### src/rtl/sound_out.sv
`default_nettype none
// ============================================================================
//  Module   : sound_out
//  Purpose  : Square-wave beeper. While a beep is requested the speaker
//             toggles every TONE_HALF clocks (high half first). Each beep
//             lasts at least MIN_PERIODS whole periods, and a released beep
//             always finishes the period in progress, so the tone never ends
//             on a truncated half-wave. mute silences at once.
//  Ports    : SYS_CLK  - system clock, rising edge
//             reset    - synchronous, active-high reset
//             active   - beep request (level)
//             mute     - forced silence (level)
//             speaker  - registered tone output
//             busy     - high while not IDLE
//             periods  - whole periods of current/last beep, saturates at 255
//  Revision : 1.0 - initial release
// ============================================================================
module sound_out #(
  parameter int unsigned TONE_HALF   = 56818,
  parameter int unsigned MIN_PERIODS = 4
) (
  input  logic       SYS_CLK,
  input  logic       reset,
  input  logic       active,
  input  logic       mute,
  output logic       speaker,
  output logic       busy,
  output logic [7:0] periods
);

  localparam logic [19:0] HALF_LAST = 20'(TONE_HALF - 1);
  localparam logic [7:0]  MIN_P     = 8'(MIN_PERIODS);

  typedef enum logic [1:0] {
    IDLE  = 2'd0,
    TONE  = 2'd1,
    DRAIN = 2'd2
  } state_t;

  state_t      state_q, state_d;
  logic [19:0] half_ctr_q, half_ctr_d;
  logic        speaker_q, speaker_d;
  logic [7:0]  periods_q, periods_d;

  logic        half_wrap;
  logic        period_done;
  logic [7:0]  periods_inc;

  assign half_wrap   = (half_ctr_q == HALF_LAST);
  // A period completes when the low half expires.
  assign period_done = half_wrap && !speaker_q;
  assign periods_inc = (periods_q == 8'hFF) ? periods_q : periods_q + 8'd1;

  always_comb begin
    state_d    = state_q;
    half_ctr_d = half_ctr_q;
    speaker_d  = speaker_q;
    periods_d  = periods_q;

    case (state_q)
      IDLE: begin
        speaker_d  = 1'b0;
        half_ctr_d = 20'd0;
        if (active && !mute) begin
          state_d   = TONE;
          speaker_d = 1'b1;
          periods_d = 8'd0;
        end
      end

      TONE, DRAIN: begin
        if (mute) begin
          state_d    = IDLE;
          speaker_d  = 1'b0;
          half_ctr_d = 20'd0;
        end else begin
          half_ctr_d = half_wrap ? 20'd0 : half_ctr_q + 20'd1;
          if (half_wrap) begin
            speaker_d = ~speaker_q;
          end
          if (period_done) begin
            periods_d = periods_inc;
          end

          if (state_q == TONE) begin
            // The release test counts a period finishing on this same edge;
            // at a period boundary there is nothing left to drain, so the
            // beep ends immediately instead of draining a whole extra period.
            if (!active && (periods_d >= MIN_P)) begin
              if (period_done) begin
                state_d    = IDLE;
                speaker_d  = 1'b0;
                half_ctr_d = 20'd0;
              end else begin
                state_d = DRAIN;
              end
            end
          end else begin
            // Re-request while draining resumes the tone with its phase intact.
            if (active) begin
              state_d = TONE;
            end else if (period_done) begin
              state_d    = IDLE;
              speaker_d  = 1'b0;
              half_ctr_d = 20'd0;
            end
          end
        end
      end

      default: begin
        state_d    = IDLE;
        speaker_d  = 1'b0;
        half_ctr_d = 20'd0;
      end
    endcase
  end

  always_ff @(posedge SYS_CLK) begin
    if (reset) begin
      state_q    <= IDLE;
      half_ctr_q <= 20'd0;
      speaker_q  <= 1'b0;
      periods_q  <= 8'd0;
    end else begin
      state_q    <= state_d;
      half_ctr_q <= half_ctr_d;
      speaker_q  <= speaker_d;
      periods_q  <= periods_d;
    end
  end

  assign speaker = speaker_q;
  assign busy    = (state_q != IDLE);
  assign periods = periods_q;

endmodule
`default_nettype wire
### config.mk
export PLATFORM = sky130hd
export DESIGN_NAME = sound_out
export DESIGN_NICKNAME = d
export VERILOG_FILES = /design/src/rtl/sound_out.sv
export SDC_FILE = /design/constraint.sdc
export NUM_CORES = 1
export LEC_CHECK = 0
export ABC_CLOCK_PERIOD_IN_PS = 3450
export CORE_ASPECT_RATIO = 0.6
export CORE_MARGIN = 4
export CORE_UTILIZATION = 53
export DETAILED_ROUTE_END_ITERATION = 10
export GPL_ROUTABILITY_DRIVEN = 1
export GPL_TIMING_DRIVEN = 0
export PLACE_DENSITY = 0.78
export RECOVER_POWER = 100
export SLEW_MARGIN = 20
export SYNTH_ARGS = -nofsm -noshare
export SYNTH_HDL_FRONTEND = slang
export SYNTH_SLANG_ARGS = --single-unit
### constraint.sdc
create_clock -name SYS_CLK -period 3.45 [get_ports SYS_CLK]
set_input_delay 0.69 -clock SYS_CLK [delete_from_list [all_inputs] [get_ports SYS_CLK]]
set_output_delay 0.69 -clock SYS_CLK [all_outputs]
set_load 0.01 [all_outputs]
Word-level counts from Yosys, hierarchy flattened
Cells that the tools add are included.

Reduce and logical (&&, ||, !) cells: 13. Add/sub/neg operators: 2. Bitwise operators: 2. $lt $le $gt $ge: 1. Equal/unequal tests: 8. Multiplexer cells: 28.

Operators with widths (number): $mux W20 (5); $mux W8 (6); $add A20 B1 Y20 const B (1); $eq A20 B16 Y1 const B (1); $pmux W8 S2 (1); $mux W2 (7); $add A8 B1 Y8 const B (1); $eq A8 B8 Y1 const B (1); $ge A8 B3 Y1 const B (1); $mux W1 (7); $reduce_and A3 Y1 (2); $ne A5 B5 Y1 const B (1); $ne A2 B2 Y1 const B (2); $ne A4 B4 Y1 const B (1); $pmux W2 S2 (1); $reduce_bool A2 Y1 (2); $logic_and A1 B1 Y1 (3); $logic_not A1 Y1 (3); $reduce_or A3 Y1 (1); $eq A2 B1 Y1 const B (1); $eq A2 B2 Y1 const B (1); $logic_not A2 Y1 (1); $not A1 Y1 (2); $pmux W1 S2 (1); $reduce_or A2 Y1 (1).

Input bits: 4. Register bits: 31. Output and inout port bits: 10. Logic and storage cells: 58.

Logic depth before layout (Yosys ltp)
Depth after elaboration: 11. Gate-level depth with buffers: 15. Depth with buffers taken out: 12.

Least setup slack after synthesis
OpenSTA, ideal clock, no wires.

Path kind: register -> register. Start point: register half_ctr_q[0]. End point: register half_ctr_q[11]. Stages on the path, launching flop included: 14. Path slack: 0.115 ns. Period minus slack after synthesis: 3.335 ns. Arrival: 3.188 ns. Library setup time: 0.147 ns. Path through: dfxtp_1 -> ha_1 -> and4b_1 -> nand4_1 -> nor2_1 -> clkbuf_1 -> ha_1 -> clkbuf_1 -> and4_1 -> nor3_1 -> or3_1 -> a41oi_2 -> buf_6 -> nor4_2.

Longest elaborated chain between the ends: 9. Elaborated cells between the ends (all ways): 13. Those cells by class: 1 x add/sub; 1 x order compare; 1 x eq/ne; 8 x mux; 2 x reduce/logical.

Ends and longest elaborated chain: start, declared (RTL line 41) `logic [19:0] half_ctr_q, half_ctr_d;`; start signal, assigned (RTL line 127) `half_ctr_q <= half_ctr_d;`; $eq A20 B16 Y1 (RTL line 49) `assign half_wrap = (half_ctr_q == HALF_LAST);`; $logic_and A1 B1 Y1 (RTL line 51) `assign period_done = half_wrap && !speaker_q;`; $mux W8 (RTL line 81) `if (period_done) begin`; $mux W8 (RTL line 72) `if (mute) begin`; $mux W8 (RTL line 60) `case (state_q)`; $ge A8 B3 Y1 (RTL line 89) `if (!active && (periods_d >= MIN_P)) begin`; $logic_and A1 B1 Y1 (RTL line 89); $mux W20 (RTL line 89); $mux W20 * (RTL line 85) `if (state_q == TONE) begin`.

Mark *: on every way between the ends. The rest lies on a longest branch, timed or not. The select of a mux whose other input is x is not followed. A chain may end at the register's enable or synchronous reset.

Worst setup path after layout
Start point: register half_ctr_q[0]. End point: register half_ctr_q[3].

The elaborated chain is that of the path after synthesis.

==> metrics.sh <==
STATUS='complete, no violations'
CLOCKROOTBUFFER='sky130_fd_sc_hd__clkbuf_8'
FP.DIEW_UM=86.62
POSTSYNTH.ASYNCRESETSHARE_PCT=0
ROUTED_VIA_DENSITY=5.951
FLOORPLAN.DIE_AREA_SQ_UM=4779
SYNTH_TOP_CELLS_BY_AREA='sky130_fd_sc_hd__dfxtp_1 (32%), sky130_fd_sc_hd__nor4_2 (11%), sky130_fd_sc_hd__ha_1 (5.1%)'
IO_BUFFERS=13
YS_FF_LATCH=31
MAX-VDD-IR-DROP_uV=207.6
PORTION_OF_THE_POST_SYNTHESIS_AREA_USED_BY_SEQUENTIAL_ELEMENTS_PCT=31.57
SYN-NUM-NETS=231
POST_PLACEMENT_CELL_COUNT=277
HOLD_PATH.STARTPOINT='state_q[0]$_SDFFE_PP0P_'
GRT_PASS1_VIAS=1428
FIN_WS_NS=0.3078
TIMING.SLEW.HEADROOM_PCT=47.22
WHS_NS=0.5314
AREA.GROWTH.SYNTH_TO_FINAL_PCT=12.16
CORE_AREA_SQ_UM=3403
CLOCK_TREE.HTREE_LEVEL_COUNT=2
FIN_AREA_SQ_UM=2205
POST_DP_CELL_AREA_SQ_UM=2152
CTS_SETUP_BUFFERS=0
CRITICAL_PATH.REG2REG.STARTPOINT='half_ctr_q[0]$_SDFF_PP0_'
GLOBALROUTEOVERFLOWTOTAL=0
CTS.SINK_COUNT=31
NETLIST.AREA_LEADER.SHARE_PCT=31.57
TOTAL_LEAKAGE_POWER_nW=0.7205
DRT.ANTENNA.VIOLATING_NETS=0
INITIAL_UTILIZATION_PCT=57.76
GRT_PASS1_WL_UM=7231
CAP_VIOLATIONS=0
N_ANTENNA_CELL=0
START_KIND='flop'
SYNTH-EDFF-COUNT=0
SYNTH_MOST_COMMON_CELL='sky130_fd_sc_hd__dfxtp_1'
WL_UM=4367
SLEW_VIOLATIONS=0
DETAIL_ROUTE.WL_PER_CELL_UM=15.38
SHARE_CLK_OF_TOTAL_POWER_PCT=37.4
SYNTH_CELL_TYPE_COUNT=46
CTS_BUF_COUNT=5
CRITICAL_PATH.MAX_FANOUT=10
WORSTMARGINPINSLEW_NS=0.7916
FINAL-INSTANCE-COUNT-EXCL-FILL=284
YOSYS-TOP-CELLS-COUNT='sky130_fd_sc_hd__dfxtp_1 (31), sky130_fd_sc_hd__nor4_2 (18), sky130_fd_sc_hd__nand2_1 (16)'
CRITICAL_PATH.STARTPOINT='half_ctr_q[0]$_SDFF_PP0_'
P_SWITCHING_W=0.0002166
MAX_FREQ_MHz=318.2
POWER-PER-CELL-AREA_nW_PER_UM2=353.4
DRIVE_ABOVE_1_SHARE_PCT=12.97
SYNTH.CELL_AREA_SQ_UM=1966
CTS.CLK_SLEW.WORST_PATHS_NS=0.07
TIMING.FINAL.CRIT_SHARE_PCT=91.08
YOSYS_MOST_USED_DFF='sky130_fd_sc_hd__dfxtp_1'
PLACEMENTROWS=16
NUM-NETS-FINAL=251
DIE_HEIGHT_UM=55.17
DR_TOTAL_VIAS=1690
FINALHOLDVIOLCOUNT=0
GRT.TOTAL_USAGE_PCT=20.03
COMBINATIONALPOWERSHARE_PCT=15.3
P_TOTAL_W=0.0007791
POWER.SHARE.SWITCHING_PCT=27.80
RSZ0062_AT_GRT='no'
FINALWORSTPATHREQUIREDPERIOD_NS=3.142
WORST_EP_REQUIRED_TIME_NS=3.63
TIMING.SETUP.CRITICAL_PATH_CLASS='flop to flop'
NETLIST_INSTANCES=219
FILLERINSTANCES=308
TIMING.CLOCK.SKEW_NS=0.006025
CTS_TREE='yes'
GRT_ANTENNA_BEFORE_REPAIR=0
HOLD_PATH.CLASS='flop to flop'
CLOCK_TREE.BUFFER_DEPTH=2
WORSTSKEWPAIRLATENCY_NS=0.28
ROUTABILITYCONGESTION=0.9345
DRT-PASS1-ITER-COUNT=4
GRT_START_MAX_NET_PINS=11
PIN_COUNT=14
PLACE_WORST_SETUP_SLACK_NS=-0.4731
P_SEQ_SHARE_PCT=47.2
REMAINING_DRC_ERRORS=0
CTS_HOLD_REPAIR.BUFFERS=0
POST-SYNTH-TOP-AREA-CELL='sky130_fd_sc_hd__dfxtp_1'
PLACE_HPWL_UM=3110
END_KIND='flop'
YOSYS_WARNINGS=0
FINALSETUPVIOLCOUNT=0
INTERNAL_POWER_W=0.0005625
SYN_AVG_CELL_AREA_SQ_UM=8.976
CP_DATA_ARRIVAL_TIME_NS=3.32
DRT_ITER0_DRC=89
[path summary, 6_finish.rpt]
| check | endpoint | slack, ns | cells past startpoint |
|---|---|---|---|
| setup / recovery | half_ctr_q[3]$_SDFF_PP0_ | 0.31 | 14 |
| hold / removal | state_q[0]$_SDFFE_PP0P_ | 0.53 | 2 |
| setup reg to reg | half_ctr_q[3]$_SDFF_PP0_ | 0.31 | 14 |
| hold reg to reg | state_q[0]$_SDFFE_PP0P_ | 0.53 | 2 |
[power groups by stage]
stage / Combinational [W] / Clock (W) / Sequential (W)
floorplan: 0.0000918 / 0 / 0.000375
global placement: 0.000124 / 0 / 0.000376
detailed placement: 0.000125 / 0 / 0.000376
CTS: 0.000125 / 0.000300 / 0.000368
global route: 0.000130 / 0.000317 / 0.000369
finish: 0.000119 / 0.000292 / 0.000368
[layout make-up]
type / count / area [sq um] / share of cell area, %
tap: 45 / 56.30 / 2.554
buffer: 10 / 58.81 / 2.667
inverter: 13 / 48.80 / 2.213
multi-input combinational: 165 / 1202 / 54.54
sequential: 31 / 620.6 / 28.15
clock buffer: 6 / 82.58 / 3.746
timing repair buffer: 13 / 130.1 / 5.902
clock inverter: 1 / 5.005 / 0.2270
[kinds of logic after synthesis]
family	count (synthesis)	synth area share, %
mux	1	0.5728
xor+xnor	21	9.739
buf+inv	23	5.219
fa+ha+maj	8	5.093
flops	31	31.57
compound gates	33	11.78
simple gates	102	36.03
[cell usage in the layout, fill, tap and decap left out, drive strengths merged, types with 2 or more instances in the layout]
cell type / synthesis / final
xor2: 12 / 12
dlygate4sd3: 0 / 10
clkbuf: 6 / 11
o31ai: 2 / 2
xnor2: 9 / 9
nand4: 10 / 10
a311oi: 2 / 2
a31oi: 3 / 3
buf: 4 / 5
nand3: 10 / 10
dfxtp: 31 / 31
o21ai: 6 / 6
a41oi: 2 / 2
inv: 13 / 13
and3: 5 / 5
a31o: 2 / 2
nor2: 13 / 13
o211ai: 2 / 2
nand2: 16 / 16
a21oi: 10 / 10
ha: 8 / 8
nor3: 9 / 9
and2: 2 / 2
and4: 4 / 4
clkdlybuf4s50: 0 / 3
nor4: 23 / 23
nand2b: 3 / 3
[what timing repair did]
action	4_1_cts	5_1_grt
cloned	0	0
gates resized for setup	4	6
setup endpoints to repair	24	21
[per-stage QoR]
stage	TNS (ns)	utilization, %
floorplan	0	-
global placement	-9.500	63.24
detailed placement	-10.13	63.24
CTS	0	66.03
global route	0	64.78
finish	0	64.78
[layer usage]
layer	part of all wire [%]	track usage, %	vias to the layer above	routed length (um)
li1	-	-	847	-
met1	56	31.79	784	2462
met2	37	24.62	54	1602
met3	6.2	5.769	5	272
met4	0.69	5.959	0	30
met5	0	0	-	0
[sequential cells by signal, summed over array words and instances, names as in the netlist]
signal / flops
half_ctr_q: 20
periods: 8
state_q: 2
speaker: 1
[worst max-delay path: stages, from the launching register on]
cell and delay (ns):
sky130_fd_sc_hd__dfxtp_1 0.43, sky130_fd_sc_hd__ha_1 0.17, sky130_fd_sc_hd__and4b_1 0.18, sky130_fd_sc_hd__nand4_1 0.15, sky130_fd_sc_hd__nor2_4 0.17, sky130_fd_sc_hd__buf_4 0.24, sky130_fd_sc_hd__ha_1 0.19, sky130_fd_sc_hd__clkbuf_2 0.23
sky130_fd_sc_hd__nand4_1 0.14, sky130_fd_sc_hd__nor2_1 0.20, sky130_fd_sc_hd__o21ai_4 0.11, sky130_fd_sc_hd__xor2_4 0.23, sky130_fd_sc_hd__a41oi_2 0.17, sky130_fd_sc_hd__buf_6 0.18, sky130_fd_sc_hd__nor4_1 0.24
No activity file was read; power rests on OpenSTA's default activity.
